### src/rtl/out_node_sampler.sv
// Readout stage for the analog "out" node: paces ADC conversions with a divider,
// averages 2^AVG_LOG2 codes and offers the truncated mean on a valid/ready port.
module out_node_sampler #(
  parameter int DATA_W   = 12,
  parameter int AVG_LOG2 = 2,
  parameter int DIV_W    = 16
) (
  input  logic              clk,
  input  logic              rst,
  input  logic              en,
  input  logic [DIV_W-1:0]  div,
  output logic              conv_start,
  input  logic              adc_done,
  input  logic [DATA_W-1:0] adc_data,
  output logic [DATA_W-1:0] avg_data,
  output logic              avg_valid,
  input  logic              avg_ready,
  output logic              overrun,
  output logic              busy
);

  localparam int ACC_W = DATA_W + AVG_LOG2;
  localparam int CNT_W = AVG_LOG2 + 1;
  localparam logic [CNT_W-1:0] N_SAMPLES = CNT_W'(2 ** AVG_LOG2);

  typedef enum logic [1:0] {IDLE, WAIT, CONV, OUT} state_t;

  state_t             state_q, state_d;
  logic [DIV_W-1:0]   tick_cnt_q, tick_cnt_d;
  logic [ACC_W-1:0]   acc_q, acc_d;
  logic [CNT_W-1:0]   cnt_q, cnt_d;
  logic               conv_start_q, conv_start_d;
  logic [DATA_W-1:0]  avg_data_q, avg_data_d;
  logic               avg_valid_q, avg_valid_d;
  logic               overrun_q, overrun_d;
  logic               busy_q, busy_d;

  logic               tick;
  logic [ACC_W-1:0]   acc_sum;
  logic [CNT_W-1:0]   cnt_inc;

  always_comb begin
    tick    = en && (state_q != IDLE) && (tick_cnt_q == '0);
    acc_sum = acc_q + ACC_W'(adc_data);
    cnt_inc = cnt_q + CNT_W'(1);

    state_d      = state_q;
    tick_cnt_d   = tick_cnt_q;
    acc_d        = acc_q;
    cnt_d        = cnt_q;
    conv_start_d = 1'b0;
    avg_data_d   = avg_data_q;
    avg_valid_d  = avg_valid_q;
    overrun_d    = overrun_q;

    if (en && (state_q != IDLE)) begin
      tick_cnt_d = tick ? div : tick_cnt_q - DIV_W'(1);
    end

    // A tick that finds us still converting or holding a result is simply lost.
    if (tick && ((state_q == CONV) || (state_q == OUT))) begin
      overrun_d = 1'b1;
    end

    if (!en) begin
      state_d     = IDLE;
      acc_d       = '0;
      cnt_d       = '0;
      avg_valid_d = 1'b0;
      if (state_q == IDLE) begin
        overrun_d = 1'b0;
      end
    end else begin
      case (state_q)
        IDLE: begin
          state_d    = WAIT;
          tick_cnt_d = div;
        end
        WAIT: begin
          if (tick) begin
            state_d      = CONV;
            conv_start_d = 1'b1;
          end
        end
        CONV: begin
          if (adc_done) begin
            acc_d = acc_sum;
            cnt_d = cnt_inc;
            if (cnt_inc == N_SAMPLES) begin
              avg_data_d  = acc_sum[ACC_W-1:AVG_LOG2];
              avg_valid_d = 1'b1;
              state_d     = OUT;
            end else begin
              state_d = WAIT;
            end
          end
        end
        OUT: begin
          if (avg_ready) begin
            state_d     = WAIT;
            acc_d       = '0;
            cnt_d       = '0;
            avg_valid_d = 1'b0;
          end
        end
        default: state_d = IDLE;
      endcase
    end

    busy_d = (state_d != IDLE);
  end

  always_ff @(posedge clk or posedge rst) begin
    if (rst) begin
      state_q      <= IDLE;
      tick_cnt_q   <= '0;
      acc_q        <= '0;
      cnt_q        <= '0;
      conv_start_q <= 1'b0;
      avg_data_q   <= '0;
      avg_valid_q  <= 1'b0;
      overrun_q    <= 1'b0;
      busy_q       <= 1'b0;
    end else begin
      state_q      <= state_d;
      tick_cnt_q   <= tick_cnt_d;
      acc_q        <= acc_d;
      cnt_q        <= cnt_d;
      conv_start_q <= conv_start_d;
      avg_data_q   <= avg_data_d;
      avg_valid_q  <= avg_valid_d;
      overrun_q    <= overrun_d;
      busy_q       <= busy_d;
    end
  end

  assign conv_start = conv_start_q;
  assign avg_data   = avg_data_q;
  assign avg_valid  = avg_valid_q;
  assign overrun    = overrun_q;
  assign busy       = busy_q;

endmodule

### config.mk
export PLATFORM = sky130hd
export DESIGN_NAME = out_node_sampler
export DESIGN_NICKNAME = d
export VERILOG_FILES = /design/src/rtl/out_node_sampler.sv
export SDC_FILE = /design/constraint.sdc
export NUM_CORES = 1
export LEC_CHECK = 0
export CAP_MARGIN = 5
export CORE_ASPECT_RATIO = 1.25
export CORE_MARGIN = 2
export CORE_UTILIZATION = 58
export CTS_BUF_LIST = sky130_fd_sc_hd__clkbuf_4 sky130_fd_sc_hd__clkbuf_8 sky130_fd_sc_hd__clkbuf_16
export CTS_CLUSTER_SIZE = 40
export DETAILED_ROUTE_END_ITERATION = 16
export PLACE_DENSITY = 0.85
export SLEW_MARGIN = 40
export SYNTH_ARGS = -nofsm -noshare
export SYNTH_HDL_FRONTEND = slang
export SYNTH_SLANG_ARGS = --single-unit
### constraint.sdc
create_clock -name clk -period 4.45 [get_ports clk]
set_input_delay 0.89 -clock clk [delete_from_list [all_inputs] [get_ports clk]]
set_output_delay 0.89 -clock clk [all_outputs]
set_load 0.02 [all_outputs]
==> qor.txt, run 1 <==
status: completed
hold crit path type: flop to flop
initial antenna violation count: 0
Critical Path Start: tick_cnt_q[0]
final worst path period need: 3.04 ns
Worst Path Required: 4.63 ns
maximum level of the CTS H-tree: 2
number of cell rows: 30
IO buf count: 48
WL met1: 3.12 mm
vias in the first global route: 2859
DP Area: 3640 µm²
P_leak: 0.00165 µW
Syn Area/Cell: 9.12 µm²
Critical Path Fanout Max: 20
Top FF cell, synth: dfrtp_1
most frequent cells in the layout: dfrtp_1, clkdlybuf4s50_1, nand2_1, o21ai_0
Die H: 86.7 µm
Final HPWL DP: 5.45 mm
Worst slew margin: 49.8%
filler cell count in the final layout: 431
Setup TNS Final: 0 ns
Peak VDD IR: 195 µV
count of cells resized by post-cts repair: 0
Max Buffers Root-to-Sink: 2
Post-synth EDFFs: 0
highest metal used: met4
Core ar.: 5370 µm²
max cap viols: 0
hold path startpoint: cnt_q[2]
reg2reg start: tick_cnt_q[0]
post-placement setup slack: 1.20 ns
final setup skew: 0.0167 ns
Die ar.: 6080 µm²
DR vias: 2852
clock latency on the worst-skew pair: 0.31 ns
f_max: 329 MHz
fin util: 70.1%
global-route wire length before repair: 13.2 mm
initial drt markers: 242
initial core utilization: 59.1%
WL met3: 333 µm
total congestion overflow: 0
RSZ-0062 raised after global routing: false
DRC errors left: 0
Avg Vias per Cell: 6.35
synthesized area: 3170 µm²
met2 wire length: 4.04 mm
number of diodes: 0
Global Route Usage Sum: 27.1%
share of cells above drive strength 1: 5.45%
largest net degree at the start of global routing: 52
Layout area overhead: 18.7%
Num CTS Buffers: 5
PwrDens: 265 nW/µm²
# clock sinks: 51
Ports: 49
post-synthesis sequential area ratio: 40.2%
critical path class: flop to flop
storage element area: 1280 µm²
global placer's final weighted congestion: 0.946
multi-input logic area: 1750 µm²
Reg clk slew, reported paths: 0.11 ns
final worst slack: 1.41 ns
final max-slew violation count: 0
Routed WL: 7.80 mm
final count of negative-setup-slack endpoints: 0
fraction of registers with async set/reset: 100%
First-pass DRT Iterations: 4
Yosys warnings: 0
Final Hold Vio Count: 0
die width: 70.2 µm
worst-margin pin slew: 0.753 ns
Root Buffer: clkbuf_8
CTS tree: yes
routed wire length per instance: 17.4 µm
crit share post-route: 68.3%
Yosys cell types: 57
commonest non-fill, non-tap cell in the layout: dfrtp_1
Setup Buffers After CTS: 0
Crit path arrival time: 3.22 ns
#FFs+latches synth: 51
Nets: 434
Antenna Nets Post-Route: 0
post-synth net total: 398
Syn Inst Count: 348
Worst setup SP type: flop
Final Cell Area: 3760 µm²
Crit. End Element: flop
hold buffers post-CTS: 0
==> metrics by stage <==
step / power [µW] / instances / hold slack (ns)
detailed placement: 666 / 441 / 0.472
finish: 998 / 449 / 0.488
global placement: 660 / 441 / 0.465
CTS: 1000 / 449 / 0.493
floorplan: 609 / 348 / 0.450
global route: 1040 / 449 / 0.524
==> sequential cells by signal, summed over array words and instances, names as in the netlist <==
signal and count:
acc_q 14, avg_data 12, avg_valid 1, busy 1, cnt_q 3, conv_start 1
overrun 1, state_q 2, tick_cnt_q 16
==> cells by family (layout without fill, tap and decap cells) <==
| logic type | after synthesis | count (layout) | synth area share (%) |
|---|---|---|---|
| compound gates | 110 | 110 | 23.9 |
| xor+xnor | 5 | 5 | 1.38 |
| fa+ha+maj | 17 | 17 | 6.94 |
| buf+inv | 34 | 71 | 4.85 |
| flops | 51 | 51 | 40.2 |
| mux | 3 | 3 | 0.986 |
| simple gates | 128 | 128 | 21.7 |
==> layer usage <==
layer  global-route usage [%]  vias up
li1                         -     1385
met1                     32.9     1355
met2                     47.4       85
met3                     3.49       27
met4                     14.0        0
met5                        0        -
==> path summary, 6_finish.rpt <==
kind,to,slack (ns),cells after the start
min in group asynchronous,busy,1.00,2
worst min-delay path,cnt_q[2],0.49,2
worst min register to register,cnt_q[2],0.49,2
worst max-delay path,tick_cnt_q[15],1.41,7
max in group asynchronous,avg_data[10],3.01,2
worst max register to register,tick_cnt_q[15],1.41,7
==> where the power goes <==
part | total, µW | switching (µW) | leakage [µW] | internal, µW
Sequential | 518 | 32.4 | 0.000667 | 485
Combinational | 142 | 74.8 | 0.000924 | 67.1
Clock | 338 | 168 | 0.0000548 | 170
==> synth_stat cells, types with 6 or more instances <==
master	number	share of area, %
nand3_1	12	1.9
o21ai_0	34	5.4
a21oi_1	16	2.5
nor3_1	13	2.1
nor2_1	14	1.7
dfrtp_1	51	40
clkbuf_1	15	1.8
nand4_1	14	2.8
o21a_1	6	1.4
or3_1	6	1.2
ha_1	16	6.3
nor4_1	7	1.4
inv_1	13	1.5
nand2_1	34	4.0
==> final cells by class <==
cell class,count,share of cell area (%)
Clock inverter,3,1.23
Tap cell,64,2.13
Clock buffer,5,1.83
Sequential cell,51,33.9
Inverter,14,1.46
Multi-Input combinational cell,263,46.5
Timing Repair Buffer,49,13.0
==> worst max-delay path, stage by stage (launching register included) <==
cell and delay (ns):
dfrtp_1 0.42, inv_1 0.12, ha_1 0.15, nor4b_1 0.48, nand4_1 0.62, and2_1 0.66, o211ai_1 0.29, o311ai_0 0.17
(Power assumes the default switching activity.)
==> run 2, diff against run 1 <==
Settings changed: CORE_UTILIZATION 58 to 49, PLACE_DENSITY 0.85 to 0.77.
Clock period 4.45 ns to 2.6 ns, I/O delays scaled along.
==> run 2 against run 1 <==
  * Clock skew down 0.0052 ns
  * Power up 80%
  * Via count up 5.0%
  * Critical path type is now input port to flop
  * Highest routed layer unchanged
  * Die area up 17%
  * Flip-flop and latch count unchanged
  * Critical endpoint is now acc_q[9]
  * Worst hold slack worse by 0.0075 ns
  * Worst setup slack worse by 1.2 ns
  * Clock power up 94%
  * Final cell count up 8.5%
==> qor.txt, run 2 (synthesis results as in run 1) <==
f_max: 417 MHz
Max Buffers Root-to-Sink: 2 (unchanged)
Ports: 49 (unchanged)
Worst slew margin: 51.0% (was 49.8%)
clock latency on the worst-skew pair: 0.31 ns (about the same)
crit share post-route: 92.2%
Clk pwr share: 36.5% (was 33.9%)
Setup Buffers After CTS: 0 (unchanged)
Worst Path Required: 2.80 ns (was 4.63 ns)
global-route wire length before repair: 13.7 mm (was 13.2 mm)
initial antenna violation count: 0 (unchanged)
Global Route Usage Sum: 23.7% (was 27.1%)
total congestion overflow: 0 (unchanged)
Min Hold Slack: 0.480 ns (was 0.488 ns)
worst-margin pin slew: 0.735 ns (was 0.753 ns)
RSZ-0062 raised after global routing: false (unchanged)
critical path's slowest cell: clkdlybuf4s50_1 (was and2_1)
Cell Int Power: 1340 µW (was 722 µW)
hold buffers post-CTS: 0 (unchanged)
CTS tree: yes (unchanged)
final worst path period need: 2.40 ns
Final HPWL DP: 5.84 mm (was 5.45 mm)
initial drt markers: 116 (was 242)
Routed WL: 8.10 mm (was 7.80 mm)
Antenna Nets Post-Route: 0 (unchanged)
crit path cell chain: clkdlybuf4s50_1 -> ha_1 -> and2_4 -> a221oi_4 -> a21oi_1 -> or3_1 -> a32o_1 (was inv_1 -> ha_1 -> nor4b_1 -> nand4_1 -> and2_1 -> o211ai_1 -> o311ai_0)
PwrDens: 455 nW/µm² (was 265 nW/µm²)
Worst path max stage delay: 0.41 ns (was 0.66 ns)
multi-input logic area: 1740 µm² (was 1750 µm²)
Reg clk slew, reported paths: 0.10 ns (was 0.11 ns)
DRC errors left: 0 (unchanged)
critical path class: input port to flop (was flop to flop)
Die H: 94.0 µm (was 86.7 µm)
Net Sw Power: 454 µW (was 275 µW)
filler cell count in the final layout: 538 (was 431)
largest net degree at the start of global routing: 30 (was 52)
storage element area: 1280 µm² (unchanged)
# clock sinks: 51 (unchanged)
share of cells above drive strength 1: 9.45% (was 5.45%)
Flop pwr share: 49.2% (was 51.9%)
First-pass DRT Iterations: 4 (unchanged)
Critical Path Fanout Max: 4 (was 20)
Nets: 451 (was 434)
max cap viols: 0 (unchanged)
number of diodes: 0 (unchanged)
final count of negative-setup-slack endpoints: 0 (unchanged)
global placer's final weighted congestion: 0.880 (was 0.946)
P_leak: 0.00174 µW (was 0.00165 µW)
Critical Path Start: adc_data[4] (was tick_cnt_q[0])
Worst setup SP type: input port (was flop)
Crit. End Element: flop (unchanged)
number of cell rows: 32 (was 30)
Avg Vias per Cell: 6.15 (was 6.35)
maximum level of the CTS H-tree: 2 (unchanged)
Peak VDD IR: 306 µV (was 195 µV)
Reg with most FFs: tick_cnt_q (unchanged)
Pwr Total: 1790 µW (was 998 µW)
Root Buffer: clkbuf_8 (unchanged)
initial core utilization: 51.1% (was 59.1%)
DR vias: 2995 (was 2852)
Comb power frac: 14.2% (about the same)
vias in the first global route: 3088 (was 2859)
max FFs per register: 16 (unchanged)
Core ar.: 6210 µm² (was 5370 µm²)
final setup skew: 0.0115 ns (was 0.0167 ns)
Post-Place Cells: 479 (was 441)
routed wire length per instance: 16.6 µm (was 17.4 µm)
final cell count without fillers: 487 (was 449)
Die ar.: 7140 µm² (was 6080 µm²)
die width: 76.0 µm (was 70.2 µm)
CP bufs+invs: 1 (unchanged)
Crit path arrival time: 2.60 ns (was 3.22 ns)
most frequent cells in the layout: dfrtp_1, clkdlybuf4s50_1, nand2_1, o21ai_0, buf_4 (was dfrtp_1, clkdlybuf4s50_1, nand2_1, o21ai_0)
status: completed (unchanged)
switching portion of total power: 25.3% (was 27.6%)
Final Hold Vio Count: 0 (unchanged)
Largest delay share family, worst path: compound AO/OA/AOI/OAI gates (was simple AND/OR/NAND/NOR gates)
commonest non-fill, non-tap cell in the layout: dfrtp_1 (unchanged)
Layout area overhead: 24.3% (was 18.7%)
hold crit path type: input port to asynchronous set/reset pin (was flop to flop)
Num CTS Buffers: 5 (unchanged)
count of cells resized by post-cts repair: 0 (unchanged)
IO buf count: 48 (unchanged)
reg2reg start: tick_cnt_q[0] (unchanged)
final max-slew violation count: 0 (unchanged)
run 2: changes by cell type in the layout (fill, tap and decap cells not counted), sizes merged:
cell and delta:
bufinv +1, buf +17, inv -1
run 2: final cells by class:
type                            count  share of cell area (%)
Multi-Input combinational cell    263                    44.2
Timing Repair Buffer               66                    15.9
Tap cell                           85                    2.70
Clock buffer                        5                    1.75
Clock inverter                      3                    1.71
Inverter                           14                    1.33
Sequential cell                    51                    32.4
run 2: worst register-to-register path, cell delays in order (launching register included):
cell      delay [ns]
dfrtp_1         0.41
inv_1           0.12
ha_1            0.16
nor4b_1         0.38
nand4_1         0.16
and2_1          0.44
o211ai_1        0.30
o311ai_0        0.19
run 2: power by group through the flow:
stage / registers, µW / clock network [µW] / logic [µW]
5_1_grt: 892 / 701 / 282
6_report: 883 / 656 / 255
2_1_floorplan: 882 / 0 / 161
3_3_place_gp: 895 / 0 / 248
3_5_place_dp: 898 / 0 / 254
4_1_cts: 882 / 676 / 255
run 2: worst paths after layout:
check	to	depth (start not counted)	slack (ns)
worst min register to register	avg_data[4]	2	0.48
max in group asynchronous	conv_start	3	1.59
worst min-delay path	tick_cnt_q[2]	2	0.48
worst max-delay path	acc_q[9]	7	0.20
worst max register to register	tick_cnt_q[15]	7	0.31
min in group clk	avg_data[4]	2	0.48
run 2: metal layers:
metal	wire, µm	up-vias	GRT usage (%)
li1	-	1415	-
met1	3130	1432	25.7
met2	4240	116	44.9
met3	425	32	3.94
met4	313	0	12.0
met5	0	-	0
run 2: through the flow:
step           util (%)  setup slack [ns]  area, µm²  TNS, ns
6_report           63.5             0.202       3940        0
5_1_grt            63.5             0.100       3940        0
4_1_cts            63.5             0.211       3940        0
3_5_place_dp       61.3            -0.106       3810   -0.524
3_3_place_gp       61.3           -0.0766       3810   -0.226
2_1_floorplan         -             0.402       3170        0
==> run 3, diff against run 2 <==
Settings changed: GPL_TIMING_DRIVEN set to 0.
==> run 3 against run 2 <==
  * Worst hold slack better by 0.012 ns
  * First-iteration DRC count is 18% higher
  * Via count shrank 2.6%
  * Largest power group unchanged
  * Sequential share of layout area up 0.37 points
  * Clock skew is 0.0024 ns lower
  * Critical path depth unchanged
  * Non-clock buffer count is 3 higher
  * Critical endpoint unchanged
  * Global-route usage increased by 0.59 points
==> qor.txt, run 3 (synthesis results as in run 1) <==
global-route wire length before repair: 14.0 mm (was 13.7 mm)
Root Buffer: clkbuf_8 (unchanged)
Num CTS Buffers: 5 (unchanged)
Worst slew margin: 55.5% (was 51.0%)
number of diodes: 0 (unchanged)
max FFs per register: 16 (unchanged)
final setup skew: 0.00908 ns (was 0.0115 ns)
total congestion overflow: 0 (unchanged)
worst-margin pin slew: 0.666 ns (was 0.735 ns)
highest metal used: met4 (unchanged)
routed wire length per instance: 16.7 µm (was 16.6 µm)
filler cell count in the final layout: 552 (was 538)
share of cells above drive strength 1: 6.42% (was 9.45%)
DP Area: 3780 µm² (was 3810 µm²)
maximum level of the CTS H-tree: 2 (unchanged)
WL met1: 3.40 mm (was 3.13 mm)
Layout area overhead: 22.8% (was 24.3%)
commonest non-fill, non-tap cell in the layout: dfrtp_1 (unchanged)
PwrDens: 426 nW/µm² (was 455 nW/µm²)
IO buf count: 48 (unchanged)
Worst Path Required: 2.80 ns (about the same)
hold crit path type: flop to flop (was input port to asynchronous set/reset pin)
Worst setup SP type: input port (unchanged)
max cap viols: 0 (unchanged)
final max-slew violation count: 0 (unchanged)
Peak VDD IR: 324 µV (was 306 µV)
Final Hold Vio Count: 0 (unchanged)
hold buffers post-CTS: 0 (unchanged)
reg2reg start: tick_cnt_q[0] (unchanged)
DRC errors left: 0 (unchanged)
Avg Vias per Cell: 5.96 (was 6.15)
WL met3: 288 µm (was 425 µm)
storage element area: 1280 µm² (unchanged)
critical path class: input port to flop (unchanged)
Crit path arrival time: 2.67 ns (was 2.60 ns)
reg-to-reg endpoint: tick_cnt_q[15] (unchanged)
Largest delay share family, worst path: compound AO/OA/AOI/OAI gates (unchanged)
die width: 76.0 µm (unchanged)
initial antenna violation count: 0 (unchanged)
RSZ-0062 raised after global routing: false (unchanged)
Setup Buffers After CTS: 0 (unchanged)
Crit. End Element: flop (unchanged)
Nets: 454 (was 451)
fin util: 62.8% (was 63.5%)
status: completed (unchanged)
crit share post-route: 95.1% (was 92.2%)
Die H: 94.0 µm (unchanged)
Ports: 49 (unchanged)
CTS tree: yes (unchanged)
global placer's final weighted congestion: 0.917 (was 0.880)
clock latency on the worst-skew pair: 0.31 ns (about the same)
Routed WL: 8.19 mm (was 8.10 mm)
initial drt markers: 137 (was 116)
Max Buffers Root-to-Sink: 2 (unchanged)
Global Route Usage Sum: 24.3% (was 23.7%)
Final HPWL DP: 5.90 mm (was 5.84 mm)
Core ar.: 6210 µm² (unchanged)
Final Cell Area: 3900 µm² (was 3940 µm²)
P_leak: 0.00169 µW (was 0.00174 µW)
CP bufs+invs: 1 (unchanged)
f_max: 404 MHz (was 417 MHz)
largest net degree at the start of global routing: 31 (was 30)
hold endpoint: cnt_q[2]
vias in the first global route: 3028 (was 3088)
DR vias: 2918 (was 2995)
Worst path max stage delay: 0.41 ns (about the same)
Die ar.: 7140 µm² (unchanged)
final count of negative-setup-slack endpoints: 0 (unchanged)
hold path startpoint: cnt_q[2]
critical path's slowest cell: clkdlybuf4s50_1 (unchanged)
# clock sinks: 51 (unchanged)
crit path cell chain: clkdlybuf4s50_1 -> ha_1 -> and2_4 -> a221oi_4 -> a21oi_1 -> or3_1 -> a32o_1 (unchanged)
First-pass DRT Iterations: 4 (unchanged)
Critical Path Fanout Max: 6 (was 4)
most frequent cells in the layout: dfrtp_1, clkdlybuf4s50_1, nand2_1, o21ai_0, ha_1 (was dfrtp_1, clkdlybuf4s50_1, nand2_1, o21ai_0, buf_4)
Worst Hold Depth: 2
worst-case reg-to-reg path depth: 8 (was 7)
multi-input logic area: 1750 µm² (was 1740 µm²)
met2 wire length: 4.32 mm (was 4.24 mm)
Reg2Reg Setup Slack: 0.33 ns (was 0.31 ns)
final worst path period need: 2.47 ns (was 2.40 ns)
Reg clk slew, reported paths: 0.09 ns (was 0.10 ns)
Antenna Nets Post-Route: 0 (unchanged)
initial core utilization: 51.1% (unchanged)
number of cell rows: 32 (unchanged)
Reg with most FFs: tick_cnt_q (unchanged)
==> run 3: cell types whose count changed in the layout (fill, tap and decap cells not counted) <==
cell	delta
buf_6	+1
buf_2	+2
inv_2	-1
a21oi_4	+1
clkbuf_8	+2
buf_1	+1
a21oi_1	-1
inv_4	+1
buf_4	-17
clkbuf_1	+15
buf_12	+1
bufinv_16	-2
==> run 3: worst max-delay path by stage <==
stage	slack, ns	cells after the start	from	end
finish	0.13	7	adc_data[4]	acc_q[9]
floorplan	0.40	6	adc_data[4]	acc_q[9]
detailed placement	-0.24	6	en	acc_q[8]
global placement	-0.24	6	en	acc_q[8]
global route	0.05	7	adc_data[4]	acc_q[9]
CTS	0.09	6	en	acc_q[8]
==> run 3: area by class of cell <==
class                   instances  share of cell area, %
clock buffers                   7                   2.47
inverters                      14                   1.41
multi-input cells             263                   45.0
clock inverters                 1                  0.193
well taps                      85                   2.73
flip-flops and latches         51                   32.7
repair buffers                 49                   12.8
plain buffers                  20                   2.60
==> run 3: layer usage <==
layer	vias to the layer above	global-route usage [%]
met3	17	4.04
met4	0	10.0
met2	81	46.3
met1	1401	26.9
li1	1419	-
met5	-	0
==> run 3: timing repair <==
| action | in CTS | in global routing |
|---|---|---|
| hold endpoints to repair | 0 | 0 |
| resized for setup | 0 | 2 |
| setup endpoints to repair | 0 | 10 |
==> run 3: metrics by stage <==
step	setup TNS, ns	cells	power, µW	hold slack, ns	worst slack (ns)
floorplan	0	348	1040	0.450	0.402
finish	0	490	1660	0.492	0.128
detailed placement	-3.02	482	1160	0.480	-0.237
CTS	0	490	1670	0.500	0.0891
global placement	-13.26	481	1140	0.459	-0.243
global route	0	490	1740	0.527	0.0472
==> run 3: worst min-delay path: stages, from the launching register on <==
cell,delay (ns)
dfrtp_1,0.35
nand2_1,0.05
o21ai_0,0.06
==> run 3: where the power goes <==
| group | internal [µW] | switching (µW) | total (µW) |
|---|---|---|---|
| sequential | 831 | 48.5 | 879 |
| combinational | 125 | 141 | 266 |
| clock | 243 | 274 | 516 |
| total | 1200 | 463 | 1660 |
